`src/rtl/fexperm_pkg.sv`:
```
// Shared types and helpers for the factoradic permutation unranker and its counter.
package fexperm_pkg;

  // Widest packed vector any helper has to build (16 elements of 4 bits).
  localparam int MAX_BITS = 64;

  typedef enum logic [0:0] {
    IDLE,
    RUN
  } state_t;

  // Bits needed to index 0..value-1, never less than one.
  function automatic int clog2(input int value);
    int bits;
    int rem;
    bits = 0;
    rem  = value - 1;
    while (rem > 0) begin
      bits++;
      rem = rem >> 1;
    end
    if (bits == 0) bits = 1;
    return bits;
  endfunction

  // LSB offset of slot k (digit or element) in a packed vector of w-bit slots.
  function automatic int slotLsb(input int k, input int w);
    return k * w;
  endfunction

  // Packed identity permutation: slot j holds the value j.
  function automatic logic [MAX_BITS-1:0] identityPerm(input int n, input int w);
    logic [MAX_BITS-1:0] res;
    res = '0;
    for (int j = 0; j < n; j++) begin
      for (int b = 0; b < w; b++) begin
        res[slotLsb(j, w) + b] = ((j >> b) & 1) != 0;
      end
    end
    return res;
  endfunction

endpackage

```
`src/rtl/fact_counter.sv`:
```
// Mixed-radix (factorial base) counter: digit k counts 0..k, digit 0 is always 0.
// Supports saturating load, single step and a one-cycle wrap pulse on rollover.
module fact_counter
  import fexperm_pkg::*;
#(
  parameter  int N = 8,
  localparam int W = clog2(N)
) (
  input  logic           clk,
  input  logic           reset,
  input  logic           i_load_en,
  input  logic [N*W-1:0] i_load_digits,
  input  logic           i_step,
  output logic [N*W-1:0] o_digits,
  output logic           o_wrap
);

  logic [N*W-1:0] r_digits;
  logic           r_wrap;
  logic [N*W-1:0] w_loaded;
  logic [N*W-1:0] w_stepped;
  logic           w_carry;
  logic           w_unused_digit0;

  // Digit 0 of the load vector carries no information and is discarded.
  assign w_unused_digit0 = ^i_load_digits[W-1:0];

  // Clamp each incoming digit to its radix limit so the register never holds an illegal value.
  always_comb begin
    w_loaded = '0;
    for (int k = 1; k < N; k++) begin
      if (i_load_digits[slotLsb(k, W) +: W] > W'(k)) begin
        w_loaded[slotLsb(k, W) +: W] = W'(k);
      end else begin
        w_loaded[slotLsb(k, W) +: W] = i_load_digits[slotLsb(k, W) +: W];
      end
    end
  end

  // Ripple +1 from digit 1 upward; a carry left over after the top digit means rollover to zero.
  always_comb begin
    w_stepped = '0;
    w_carry   = 1'b1;
    for (int k = 1; k < N; k++) begin
      if (!w_carry) begin
        w_stepped[slotLsb(k, W) +: W] = r_digits[slotLsb(k, W) +: W];
      end else if (r_digits[slotLsb(k, W) +: W] == W'(k)) begin
        w_stepped[slotLsb(k, W) +: W] = '0;
      end else begin
        w_stepped[slotLsb(k, W) +: W] = r_digits[slotLsb(k, W) +: W] + W'(1);
        w_carry = 1'b0;
      end
    end
  end

  // Load beats step; wrap is registered so it pulses in the cycle after the rolling step.
  always_ff @(posedge clk) begin
    if (reset) begin
      r_digits <= '0;
      r_wrap   <= 1'b0;
    end else begin
      r_wrap <= 1'b0;
      if (i_load_en) begin
        r_digits <= w_loaded;
      end else if (i_step) begin
        r_digits <= w_stepped;
        r_wrap   <= w_carry;
      end
    end
  end

  assign o_digits = r_digits;
  assign o_wrap   = r_wrap;

endmodule

```
`src/rtl/fexperm_seq.sv`:
```
// Sequential factoradic-to-permutation unranker: one swap level per clock over a
// snapshot of the counter digits, optionally auto-stepping to enumerate all N! orders.
module fexperm_seq
  import fexperm_pkg::*;
#(
  parameter  int N = 8,
  localparam int W = clog2(N)
) (
  input  logic           clk,
  input  logic           reset,
  input  logic           load_en,
  input  logic [N*W-1:0] load_digits,
  input  logic           step,
  input  logic           start,
  input  logic           auto_run,
  output logic           busy,
  output logic           done,
  output logic           wrap,
  output logic [N*W-1:0] digits_out,
  output logic [N*W-1:0] perm_out
);

  localparam logic [MAX_BITS-1:0] IDENT_FULL = identityPerm(N, W);
  localparam logic [N*W-1:0]      IDENT      = IDENT_FULL[N*W-1:0];

  state_t         r_state;
  state_t         w_nextState;
  logic [W-1:0]   r_lvl;
  logic [N*W-1:0] r_snap;
  logic [W-1:0]   r_work [N];
  logic [N*W-1:0] r_perm;
  logic           r_done;
  logic           r_restart;

  logic           w_setup;
  logic           w_last;
  logic           w_intStep;
  logic [W-1:0]   w_fk;
  logic [W-1:0]   w_partner;
  logic [W-1:0]   w_swapped [N];
  logic [N*W-1:0] w_swappedPacked;

  fact_counter #(
    .N(N)
  ) u_counter (
    .clk          (clk),
    .reset        (reset),
    .i_load_en    (load_en),
    .i_load_digits(load_digits),
    .i_step       (step | w_intStep),
    .o_digits     (digits_out),
    .o_wrap       (wrap)
  );

  // State register.
  always_ff @(posedge clk) begin
    if (reset) r_state <= IDLE;
    else       r_state <= w_nextState;
  end

  // A pending auto-run restart acts like start; RUN ends after the top level.
  always_comb begin
    w_nextState = r_state;
    case (r_state)
      IDLE:    if (start || r_restart) w_nextState = RUN;
      RUN:     if (w_last)             w_nextState = IDLE;
      default: w_nextState = IDLE;
    endcase
  end

  // Control decodes; the internal step lands on the final level so the next setup sees fresh digits.
  always_comb begin
    w_setup   = (r_state == IDLE) && (start || r_restart);
    w_last    = (r_state == RUN) && (r_lvl == W'(N - 1));
    w_intStep = w_last && auto_run;
    busy      = (r_state == RUN);
  end

  // Level k swaps positions k and k-f_k; equal indices leave the array untouched.
  always_comb begin
    w_fk      = r_snap[slotLsb(int'(r_lvl), W) +: W];
    w_partner = r_lvl - w_fk;
    for (int j = 0; j < N; j++) w_swapped[j] = r_work[j];
    w_swapped[r_lvl]     = r_work[w_partner];
    w_swapped[w_partner] = r_work[r_lvl];
    w_swappedPacked = '0;
    for (int j = 0; j < N; j++) w_swappedPacked[slotLsb(j, W) +: W] = w_swapped[j];
  end

  // Conversion datapath: setup snapshots digits, RUN applies one level per edge, last level publishes.
  always_ff @(posedge clk) begin
    if (reset) begin
      r_lvl     <= '0;
      r_snap    <= '0;
      r_perm    <= IDENT;
      r_done    <= 1'b0;
      r_restart <= 1'b0;
      for (int j = 0; j < N; j++) r_work[j] <= W'(j);
    end else begin
      r_done <= 1'b0;
      if (w_setup) begin
        r_snap    <= digits_out;
        r_lvl     <= W'(1);
        r_restart <= 1'b0;
        for (int j = 0; j < N; j++) r_work[j] <= W'(j);
      end else if (r_state == RUN) begin
        for (int j = 0; j < N; j++) r_work[j] <= w_swapped[j];
        r_lvl <= r_lvl + W'(1);
        if (w_last) begin
          r_perm    <= w_swappedPacked;
          r_done    <= 1'b1;
          r_restart <= auto_run;
        end
      end
    end
  end

  assign done     = r_done;
  assign perm_out = r_perm;

endmodule

```
`config.mk`:
```
export PLATFORM = sky130hd
export DESIGN_NAME = fexperm_seq
export DESIGN_NICKNAME = d
export VERILOG_FILES = /design/src/rtl/fexperm_pkg.sv /design/src/rtl/fact_counter.sv /design/src/rtl/fexperm_seq.sv
export SDC_FILE = /design/constraint.sdc
export NUM_CORES = 1
export LEC_CHECK = 0
export ABC_AREA = 0
export CORE_ASPECT_RATIO = 0.5
export CORE_MARGIN = 2
export CORE_UTILIZATION = 30
export CTS_CLUSTER_SIZE = 28
export DETAILED_ROUTE_END_ITERATION = 6
export MAX_ROUTING_LAYER = met4
export PLACE_DENSITY = 0.54
export SLEW_MARGIN = 20
export SYNTH_ARGS = -nofsm -noshare
export SYNTH_HDL_FRONTEND = slang
export SYNTH_SLANG_ARGS = --single-unit
```
`constraint.sdc`:
```
create_clock -name clk -period 9.6 [get_ports clk]
set_input_delay 1.92 -clock clk [delete_from_list [all_inputs] [get_ports clk]]
set_output_delay 1.92 -clock clk [all_outputs]
set_load 0.005 [all_outputs]
```
==> out/qor.yml, run 1 <==
floorplan:
  die_w_um: 190
  coreArea_mm2: 0.0166
  num_io_pins: 81
  dieArea_mm2: 0.0184
  placementRows: 33
  die_h_um: 96.9
  start_util_pct: 31.1
critical_path:
  critPathMaxFanout: 22
  cp-startpoint: "r_lvl[2]"
  crit_type: "reg -> reg"
  arrival_ns: 4.72
  rr_startpoint: "r_lvl[2]"
  crit_top_cell: "nor2_1"
  cp_top_family: "adder cells"
  crit_cells: 13
  cpPeakStageDelay_ns: 0.94
  worstPathCellList: "buf_4, nand2b_1, nor2_1, a32oi_1, nand3_1, ha_1, inv_1, fa_1, mux4_2, o21ai_1, a31oi_1, a21oi_1, nor2_1"
  critical_path_buf_inv_count: 2
  critical_path_required_ns: 9.68
  reg2reg_depth: 13
  crit_end: "r_work[5][1]"
  start_kind: "flop"
  reg2reg_to: "r_work[5][1]"
  crit_path_end_kind: "flop"
  ff2ff_setup_slack_ns: 4.96
  cpMaxStageDelayCell: "fa_1"
clock_network:
  clkTransAtPathRegs_ns: 0.06
  clk_latency_ns: 0.34
  cts_hold_buf: 0
  ctsResizeCount: 0
  cts_setup_buffers: 0
  cts_buffer_depth: 2
  cts_max_level: 3
  cts_buffers: 9
  cts.sinks: 97
  root_buffer: "clkbuf_16"
  tritoncts: "built"
timing:
  maxSlewHeadroom_pct: 45.0
  hold_viol_final: 0
  setup_violations: 0
  fin_skew_ns: 0.00828
  period_share_pct: 48.4
  fin_tns_setup_ns: 0
  worst_slew_pin_slew_ns: 0.825
  finalCriticalPeriod_ns: 4.64
  max_freq_ghz: 0.215
  grt_setup_unrepaired: "false"
  slew_violations: 0
logic_synthesis:
  synth_area_leader_cell: "dfxtp_1"
  ys.warnings.count: 0
  avgSynthCellArea_um2: 9.17
  yosysMostFrequentCell: "dfxtp_1"
  synth-async-reset-ratio_pct: 0
  ys_top_cells_by_area: "dfxtp_1, edfxtp_1, nor2_1"
  synth-main-ff-cell: "dfxtp_1"
  yosysUniqueCellTypes: 77
  synth.top_cell.area_share_pct: 29.4
  syn_area_mm2: 0.00518
  netlist_instances: 565
  synth_common_cells: "dfxtp_1, nor2_1, nand2_1, a21oi_1, nor3_1"
  synth_seq_area_share_pct: 41.5
  synth_seq_cells: 97
  synth-edff-count: 21
worst_hold_path:
  hold_path_class: "reg -> reg"
status:
  status: "finished, final reports clean"
finish:
  seqCellArea_mm2: 0.00215
  drive_above_1_share_pct: 9.76
  multi_input_area_mm2: 0.00282
  nFillCells: 1682
  final_area_mm2: 0.00644
  nets: 669
  syn2layout_area_growth_pct: 24.4
  antenna-diode-count: 0
  utilization_pct: 38.7
job:
  cap_viol_max_count: 0
detailed_routing:
  via_per_inst: 5.38
  wl_um: 15400
  detail-route-antenna-nets: 0
  via_count: 4640
  drt_iter0_markers: 343
  drt-pass1-iter-count: 5
  wl_per_cell_um: 17.9
  drc: 0
global_route:
  overflow: 0
  grt_antenna_before_repair: 0
  grt_first_pass_wirelength_um: 24800
  grt_max_degree: 35
  grt_pass1_vias: 4415
  grt_use_total_pct: 17.5
pwr:
  leakage_nw: 2.26
  vdd_ir_drop_max_mv: 0.0716
  p_per_area_mw_per_mm2: 152
placed_design:
  dpl_cell_area_mm2: 0.00613
  globalplace.congestion: 0.916
  port_buffers: 74
  dp_hpwl_um: 11300
cells in the final DEF (no fill, tap or decap), types with 4 or more instances in the layout:
cell type        synthesis  final
clkdlybuf4s50_1          0     74
o211ai_1                 7      7
nor3_1                  23     22
a211o_1                 12     12
nand3_1                 15     15
edfxtp_1                21     21
a22o_1                  20     20
mux2i_1                 17     17
nor2_1                  62     62
clkbuf_16                0      9
nor2b_1                 10     10
a31oi_1                 16     16
o21ai_0                 22     22
mux4_2                   8      8
ha_1                     8      8
dfxtp_1                 76     76
buf_4                    4     11
nand2_1                 58     58
o22ai_1                  4      4
a21oi_1                 24     24
inv_1                   12     12
xor2_1                   4      4
a32oi_1                  7      7
a211oi_1                13     13
nand2b_1                12     12
worst min-delay path, cell delays in order, from the launching register on:
cell,delay (ns)
dfxtp_1,0.31
nand2_1,0.05
a21oi_1,0.05
where the power goes:
group	leakage (nW)	internal, mW	switching (mW)
registers	0.813	0.429	0.0155
clock network	0.154	0.227	0.154
logic	1.29	0.0617	0.0927
routing by layer:
metal	vias up	part of all wire [%]	GRT usage, %
li1	2252	-	-
met1	2194	50	25.0
met2	159	42	24.8
met3	35	5.4	3.16
met4	0	2.9	5.61
met5	-	0	-
stage by stage:
stage | total power [mW] | setup WS [ns] | instances | hold slack (ns)
floorplan | 0.548 | 5.79 | 567 | 0.448
global route | 1.02 | 4.69 | 862 | 0.486
CTS | 0.990 | 5.06 | 862 | 0.456
global placement | 0.603 | 5.06 | 846 | 0.440
detailed placement | 0.606 | 5.03 | 846 | 0.444
finish | 0.980 | 4.96 | 862 | 0.451
sequential cells by signal, summed over array words and instances (netlist names):
| signal | count |
|---|---|
| perm_out | 24 |
| r_restart | 1 |
| u_counter.o_wrap | 1 |
| u_counter.o_digits | 21 |
| done | 1 |
| r_snap | 21 |
| r_work | 24 |
| r_lvl | 3 |
| busy | 1 |
final cells by class:
class	instances	area share, %
clock buffers	10	3.55
clock inverters	6	1.28
inverters	14	0.815
multi-input cells	423	43.8
flip-flops and latches	97	33.4
well taps	227	4.41
repair buffers	85	12.8
cell families (layout without fill, tap and decap cells):
logic type      Yosys count  after routing  share of synthesized area, %
simple gates            213            213                          20.2
compound gates          165            165                          23.4
flops                    97             97                          41.5
buf+inv                  47            115                          4.23
mux                      28             28                          7.46
fa+ha+maj                 9              9                          2.32
xor+xnor                  5              5                         0.845
other cells               1              3                        0.0724
worst min path at each step:
stage                       from            to  slack, ns  cells past startpoint
floorplan           perm_out[13]  perm_out[13]       0.45                      2
global placement     perm_out[4]   perm_out[4]       0.44                      2
detailed placement   perm_out[8]   perm_out[8]       0.44                      2
CTS                 perm_out[13]  perm_out[13]       0.46                      2
global route         perm_out[4]   perm_out[4]       0.49                      2
finish              perm_out[13]  perm_out[13]       0.45                      2
(Power assumes the default switching activity.)
==> inputs of run 2 (changes only) <==
clock period = 4.4 ns   (was 9.6 ns; I/O delays follow)
==> run 2 against run 1 <==
Clock power grew 120%. Hold slack gained 0.0049 ns. Sequential power grew 120%. Final cell count grew 2.0%. Combinational power grew 130%. First-iteration DRC count grew 0.87%. Routed wire length grew 4.8%. Critical path depth is the same. Flip-flop and latch count is the same. Non-clock buffer count grew 17. Global-route usage grew 0.69 points. Utilization grew 0.80 points. Critical path type unchanged. Critical endpoint is now r_work[4][2]. Highest routed layer unchanged.
==> out/qor.yml, run 2 (synthesized netlist as in run 1, its figures left out) <==
status:
  status: "finished, final reports clean"  # unchanged
finish:
  utilization_pct: 39.5  # was 38.7%
  drive_above_1_share_pct: 12.4  # was 9.76%
  layout_common_cells: "dfxtp_1, clkdlybuf4s50_1, nor2_1, nand2_1, buf_4"  # was dfxtp_1, clkdlybuf4s50_1, nor2_1, nand2_1, a21oi_1
  syn2layout_area_growth_pct: 27.0  # was 24.4%
  antenna-diode-count: 0  # unchanged
  final_area_mm2: 0.00658  # was 0.00644 mm²
  nets: 686  # was 669
  layout_commonest_cell: "dfxtp_1"  # unchanged
floorplan:
  die_h_um: 96.9  # unchanged
  dieArea_mm2: 0.0184  # unchanged
  coreArea_mm2: 0.0166  # unchanged
  die_w_um: 190  # unchanged
  num_io_pins: 81  # unchanged
  placementRows: 33  # unchanged
  start_util_pct: 31.1  # unchanged
critical_path:
  cpMaxStageDelayCell: "fa_1"  # unchanged
  cpPeakStageDelay_ns: 0.84  # was 0.94 ns
  crit_path_end_kind: "flop"  # unchanged
  crit_top_cell: "nand3_1"  # was nor2_1
  start_kind: "flop"  # unchanged
  critical_path_buf_inv_count: 2  # unchanged
  worstPathCellList: "nand2b_1, nor2_2, a32oi_1, nand3_1, ha_1, inv_1, fa_1, buf_4, mux4_2, nand3_1, and2_4, a211o_1, nand3_1"  # was buf_4, nand2b_1, nor2_1, a32oi_1, nand3_1, ha_1, inv_1, fa_1, mux4_2, o21ai_1, a31oi_1, a21oi_1, nor2_1
  cp_top_family: "simple AND/OR/NAND/NOR gates"  # was adder cells
  crit_type: "reg -> reg"  # unchanged
  critPathMaxFanout: 10  # was 22
  critical_path_required_ns: 4.50  # was 9.68 ns
  arrival_ns: 4.04  # was 4.72 ns
detailed_routing:
  via_count: 4672  # was 4,640
  drt_iter0_markers: 346  # was 343
  drc: 0  # unchanged
  drt-pass1-iter-count: 5  # unchanged
  wl_per_cell_um: 18.4  # was 17.9 µm
  wl_um: 16200  # was 15,400 µm
  via_per_inst: 5.32  # was 5.38
  detail-route-antenna-nets: 0  # unchanged
clock_network:
  cts_buffers: 9  # unchanged
  cts.sinks: 97  # unchanged
  clkTransAtPathRegs_ns: 0.08  # was 0.06 ns
  tritoncts: "built"  # unchanged
  cts_max_level: 3  # unchanged
  cts_setup_buffers: 0  # unchanged
  cts_hold_buf: 0  # unchanged
  cts_buffer_depth: 2  # unchanged
  root_buffer: "clkbuf_16"  # unchanged
  clk_latency_ns: 0.35  # was 0.34 ns
timing:
  fin_skew_ns: 0.0173  # was 0.00828 ns
  finalCriticalPeriod_ns: 3.94  # was 4.64 ns
  setup_violations: 0  # unchanged
  period_share_pct: 89.5  # was 48.4%
  max_freq_ghz: 0.254  # was 0.215 GHz
  fin_tns_setup_ns: 0  # unchanged
  hold_viol_final: 0  # unchanged
  slew_violations: 0  # unchanged
  worst_slew_pin_slew_ns: 0.888  # was 0.825 ns
  hold_slack_ns: 0.456  # was 0.451 ns
  maxSlewHeadroom_pct: 40.8  # was 45.0%
  grt_setup_unrepaired: "false"  # unchanged
worst_hold_path:
  hold_path_class: "reg -> reg"  # unchanged
placed_design:
  globalplace.congestion: 0.903  # was 0.916
  dpl_cell_area_mm2: 0.00627  # was 0.00613 mm²
  dp_hpwl_um: 12000  # was 11,300 µm
  port_buffers: 74  # unchanged
global_route:
  grt_use_total_pct: 18.2  # was 17.5%
  grt_max_degree: 35  # unchanged
  grt_first_pass_wirelength_um: 25300  # was 24,800 µm
  overflow: 0  # unchanged
  grt_antenna_before_repair: 0  # unchanged
  grt_pass1_vias: 4364  # was 4,415
pwr:
  vdd_ir_drop_max_mv: 0.162  # was 0.0716 mV
  p_per_area_mw_per_mm2: 328  # was 152 mW/mm²
  p_total_mw: 2.16  # was 980 µW
  leakage_nw: 2.34  # was 2.26 nW
job:
  cap_viol_max_count: 0  # unchanged
-- run 2: area by class of cell --
class                   instances  area [µm²]
multi-input cells             423        2830
well taps                     227         284
clock inverters                 4        50.0
repair buffers                102         951
fillers                      1663       10100
inverters                      14        52.6
clock buffers                  12         258
flip-flops and latches         97        2150
-- run 2: final timing paths --
kind	from	to	slack, ns	cells past startpoint
min reg2reg	perm_out[13]	perm_out[13]	0.46	2
max reg2reg	r_lvl[1]	r_work[4][2]	0.46	13
min	perm_out[13]	perm_out[13]	0.46	2
max	r_lvl[1]	r_work[4][2]	0.46	13
-- run 2: power by group --
group	internal (mW)	switching, mW
clock	0.477	0.352
sequential	0.936	0.0350
combinational	0.150	0.207
-- run 2: per-stage QoR --
| stage | std cells | setup slack, ns |
|---|---|---|
| finish | 879 | 0.463 |
| detailed placement | 863 | 0.306 |
| global route | 879 | 0.0961 |
| CTS | 879 | 0.315 |
| global placement | 863 | 0.394 |
| floorplan | 567 | 0.586 |
-- run 2: repair_timing --
action | in CTS | in global routing
setup endpoints to repair | 0 | 1
resized for setup | 0 | 1
hold endpoints to repair | 0 | 0
-- run 2: tightest hold or removal path, delay by kind of cell, from the launching register on --
family	cells	cell delay (ns)
flops	1	0.31
simple gates	1	0.05
compound gates	1	0.05
-- run 2: layer usage --
metal	GRT usage [%]	vias to the layer above	part of all wire, %
met4	4.77	0	1.2
met2	25.8	124	43
li1	-	2284	-
met3	3.74	17	4.4
met5	-	-	0
met1	26.1	2247	51
==> inputs of run 3 (changes only) <==
RECOVER_POWER = 25   (was default)
==> run 3 against run 2 <==
Routed wire length shrank 0.43%. Hold slack got worse by 0.0042 ns. Sequential share of layout area barely moved. Clock-buffer cell count stayed put. Register-to-register slack about the same. Final area is essentially flat. Flip-flop and latch count unchanged. Clock power about the same. Largest power group unchanged.
==> out/qor.yml, run 3 (synthesized netlist as in run 1, its figures left out) <==
clock_network:
  cts_setup_buffers: 0  # unchanged
  tritoncts: "built"  # unchanged
  clkTransAtPathRegs_ns: 0.07  # was 0.08 ns
  cts_max_level: 3  # unchanged
  cts.sinks: 97  # unchanged
  cts_hold_buf: 0  # unchanged
  ctsResizeCount: 0  # unchanged
  clk_latency_ns: 0.35  # about the same
  cts_buffer_depth: 2  # unchanged
  cts_buffers: 9  # unchanged
  root_buffer: "clkbuf_16"  # unchanged
timing:
  grt_setup_unrepaired: "false"  # unchanged
  worst_slew_pin_slew_ns: 0.908  # was 0.888 ns
  setup_violations: 0  # unchanged
  hold_viol_final: 0  # unchanged
  hold_slack_ns: 0.452  # was 0.456 ns
  maxSlewHeadroom_pct: 39.4  # was 40.8%
  max_freq_ghz: 0.255  # was 0.254 GHz
  fin_skew_ns: 0.0153  # was 0.0173 ns
  finalCriticalPeriod_ns: 3.93  # was 3.94 ns
  slew_violations: 0  # unchanged
  period_share_pct: 89.3  # was 89.5%
  fin_tns_setup_ns: 0  # unchanged
  worst_slack_ns: 0.472  # was 0.463 ns
finish:
  multi_input_area_mm2: 0.00283  # unchanged
  syn2layout_area_growth_pct: 26.9  # was 27.0%
  nets: 686  # unchanged
  final_area_mm2: 0.00657  # was 0.00658 mm²
  antenna-diode-count: 0  # unchanged
  utilization_pct: 39.5  # about the same
  nFillCells: 1662  # was 1,663
  drive_above_1_share_pct: 12.3  # was 12.4%
  layout_common_cells: "dfxtp_1, nor2_1, nand2_1, clkdlybuf4s50_1, buf_4"  # was dfxtp_1, clkdlybuf4s50_1, nor2_1, nand2_1, buf_4
  layout_commonest_cell: "dfxtp_1"  # unchanged
  seqCellArea_mm2: 0.00215  # unchanged
global_route:
  grt_first_pass_wirelength_um: 25300  # unchanged
  overflow: 0  # unchanged
  use_met1_pct: 26.1  # unchanged
  grt_antenna_before_repair: 0  # unchanged
  grt_use_met3_pct: 3.74  # unchanged
  grt_max_degree: 35  # unchanged
  grt_use_total_pct: 18.2  # unchanged
  grt_pass1_vias: 4364  # unchanged
  use_met2_pct: 25.8  # unchanged
  top_usage_layer: "met1"  # unchanged
pwr:
  leakage_nw: 2.35  # was 2.34 nW
  switching_share_pct: 27.4  # was 27.5%
  cell_internal_pwr_mw: 1.56  # about the same
  p_sw_uw: 591  # was 593 µW
  clock_power_share_pct: 38.4  # about the same
  seqPwrFrac_pct: 45.1  # was 45.0%
  combinationalPowerShare_pct: 16.5  # about the same
  vdd_ir_drop_max_mv: 0.162  # about the same
  p_per_area_mw_per_mm2: 327  # was 328 mW/mm²
critical_path:
  ff2ff_setup_slack_ns: 0.47  # was 0.46 ns
  critical_path_required_ns: 4.50  # about the same
  critPathMaxFanout: 10  # unchanged
  start_kind: "flop"  # unchanged
  crit_path_end_kind: "flop"  # unchanged
  arrival_ns: 4.02  # was 4.04 ns
  crit_type: "reg -> reg"  # unchanged
placed_design:
  port_buffers: 74  # unchanged
  globalplace.congestion: 0.903  # unchanged
  dpl_cell_area_mm2: 0.00627  # unchanged
  dp_hpwl_um: 12000  # unchanged
  dp_slack_ns: 0.306  # unchanged
detailed_routing:
  via_per_inst: 5.30  # was 5.32
  wl_per_cell_um: 18.3  # was 18.4 µm
  wl_um: 16100  # was 16,200 µm
  drt-pass1-iter-count: 5  # unchanged
  detail-route-antenna-nets: 0  # unchanged
  drt_iter0_markers: 332  # was 346
  via_count: 4658  # was 4,672
  drc: 0  # unchanged
floorplan:
  dieArea_mm2: 0.0184  # unchanged
  start_util_pct: 31.1  # unchanged
  placementRows: 33  # unchanged
  num_io_pins: 81  # unchanged
  die_w_um: 190  # unchanged
  die_h_um: 96.9  # unchanged
  coreArea_mm2: 0.0166  # unchanged
job:
  cap_viol_max_count: 0  # unchanged
worst_hold_path:
  hold_path_class: "reg -> reg"  # unchanged
status:
  status: "finished, final reports clean"  # unchanged
[run 3: cell types whose count changed in the layout (fill, tap and decap cells not counted)]
cell	change
dlygate4sd3_1	+21
clkdlybuf4s50_1	-21
buf_4	-1
clkbuf_1	+1
[run 3: cell type report]
class / count / area share [%]
Multi-Input combinational cell: 423 / 43.1
Sequential cell: 97 / 32.7
Timing Repair Buffer: 102 / 14.4
Tap cell: 227 / 4.32
Clock buffer: 12 / 3.92
Inverter: 14 / 0.799
Clock inverter: 4 / 0.761
[run 3: critical path, stage by stage (launching register included)]
cell and delay [ns]:
dfxtp_1 0.56, nand2b_1 0.14, nor2_2 0.33, a32oi_1 0.12, nand3_1 0.10, ha_1 0.14
inv_1 0.04, fa_1 0.83, buf_4 0.24, mux4_2 0.51, nand3_1 0.19, and2_4 0.23
a211o_1 0.15, nand3_1 0.08
[run 3: worst paths after layout]
kind,to,from,cells past startpoint
hold reg to reg,perm_out[4],perm_out[4],2
hold / removal,perm_out[4],perm_out[4],2
setup / recovery,r_work[5][2],r_lvl[1],13
setup reg to reg,r_work[5][2],r_lvl[1],13
[run 3: through the flow]
stage | power [mW] | instances
finish | 2.15 | 879
detailed placement | 1.34 | 863
global route | 2.24 | 879
CTS | 2.17 | 879
floorplan | 1.20 | 567
global placement | 1.34 | 863
[run 3: power groups by stage]
stage / clock network, mW / registers (mW) / logic, mW
floorplan: 0 / 0.978 / 0.217
detailed placement: 0 / 0.991 / 0.353
global route: 0.876 / 0.976 / 0.385
CTS: 0.847 / 0.971 / 0.355
finish: 0.827 / 0.971 / 0.354
global placement: 0 / 0.991 / 0.352
[run 3: routing by layer]
| layer | vias to the layer above | share of wire [%] |
|---|---|---|
| met5 | - | 0 |
| met4 | 0 | 1.1 |
| met3 | 15 | 4.6 |
| met2 | 126 | 43 |
| met1 | 2232 | 51 |
| li1 | 2285 | - |
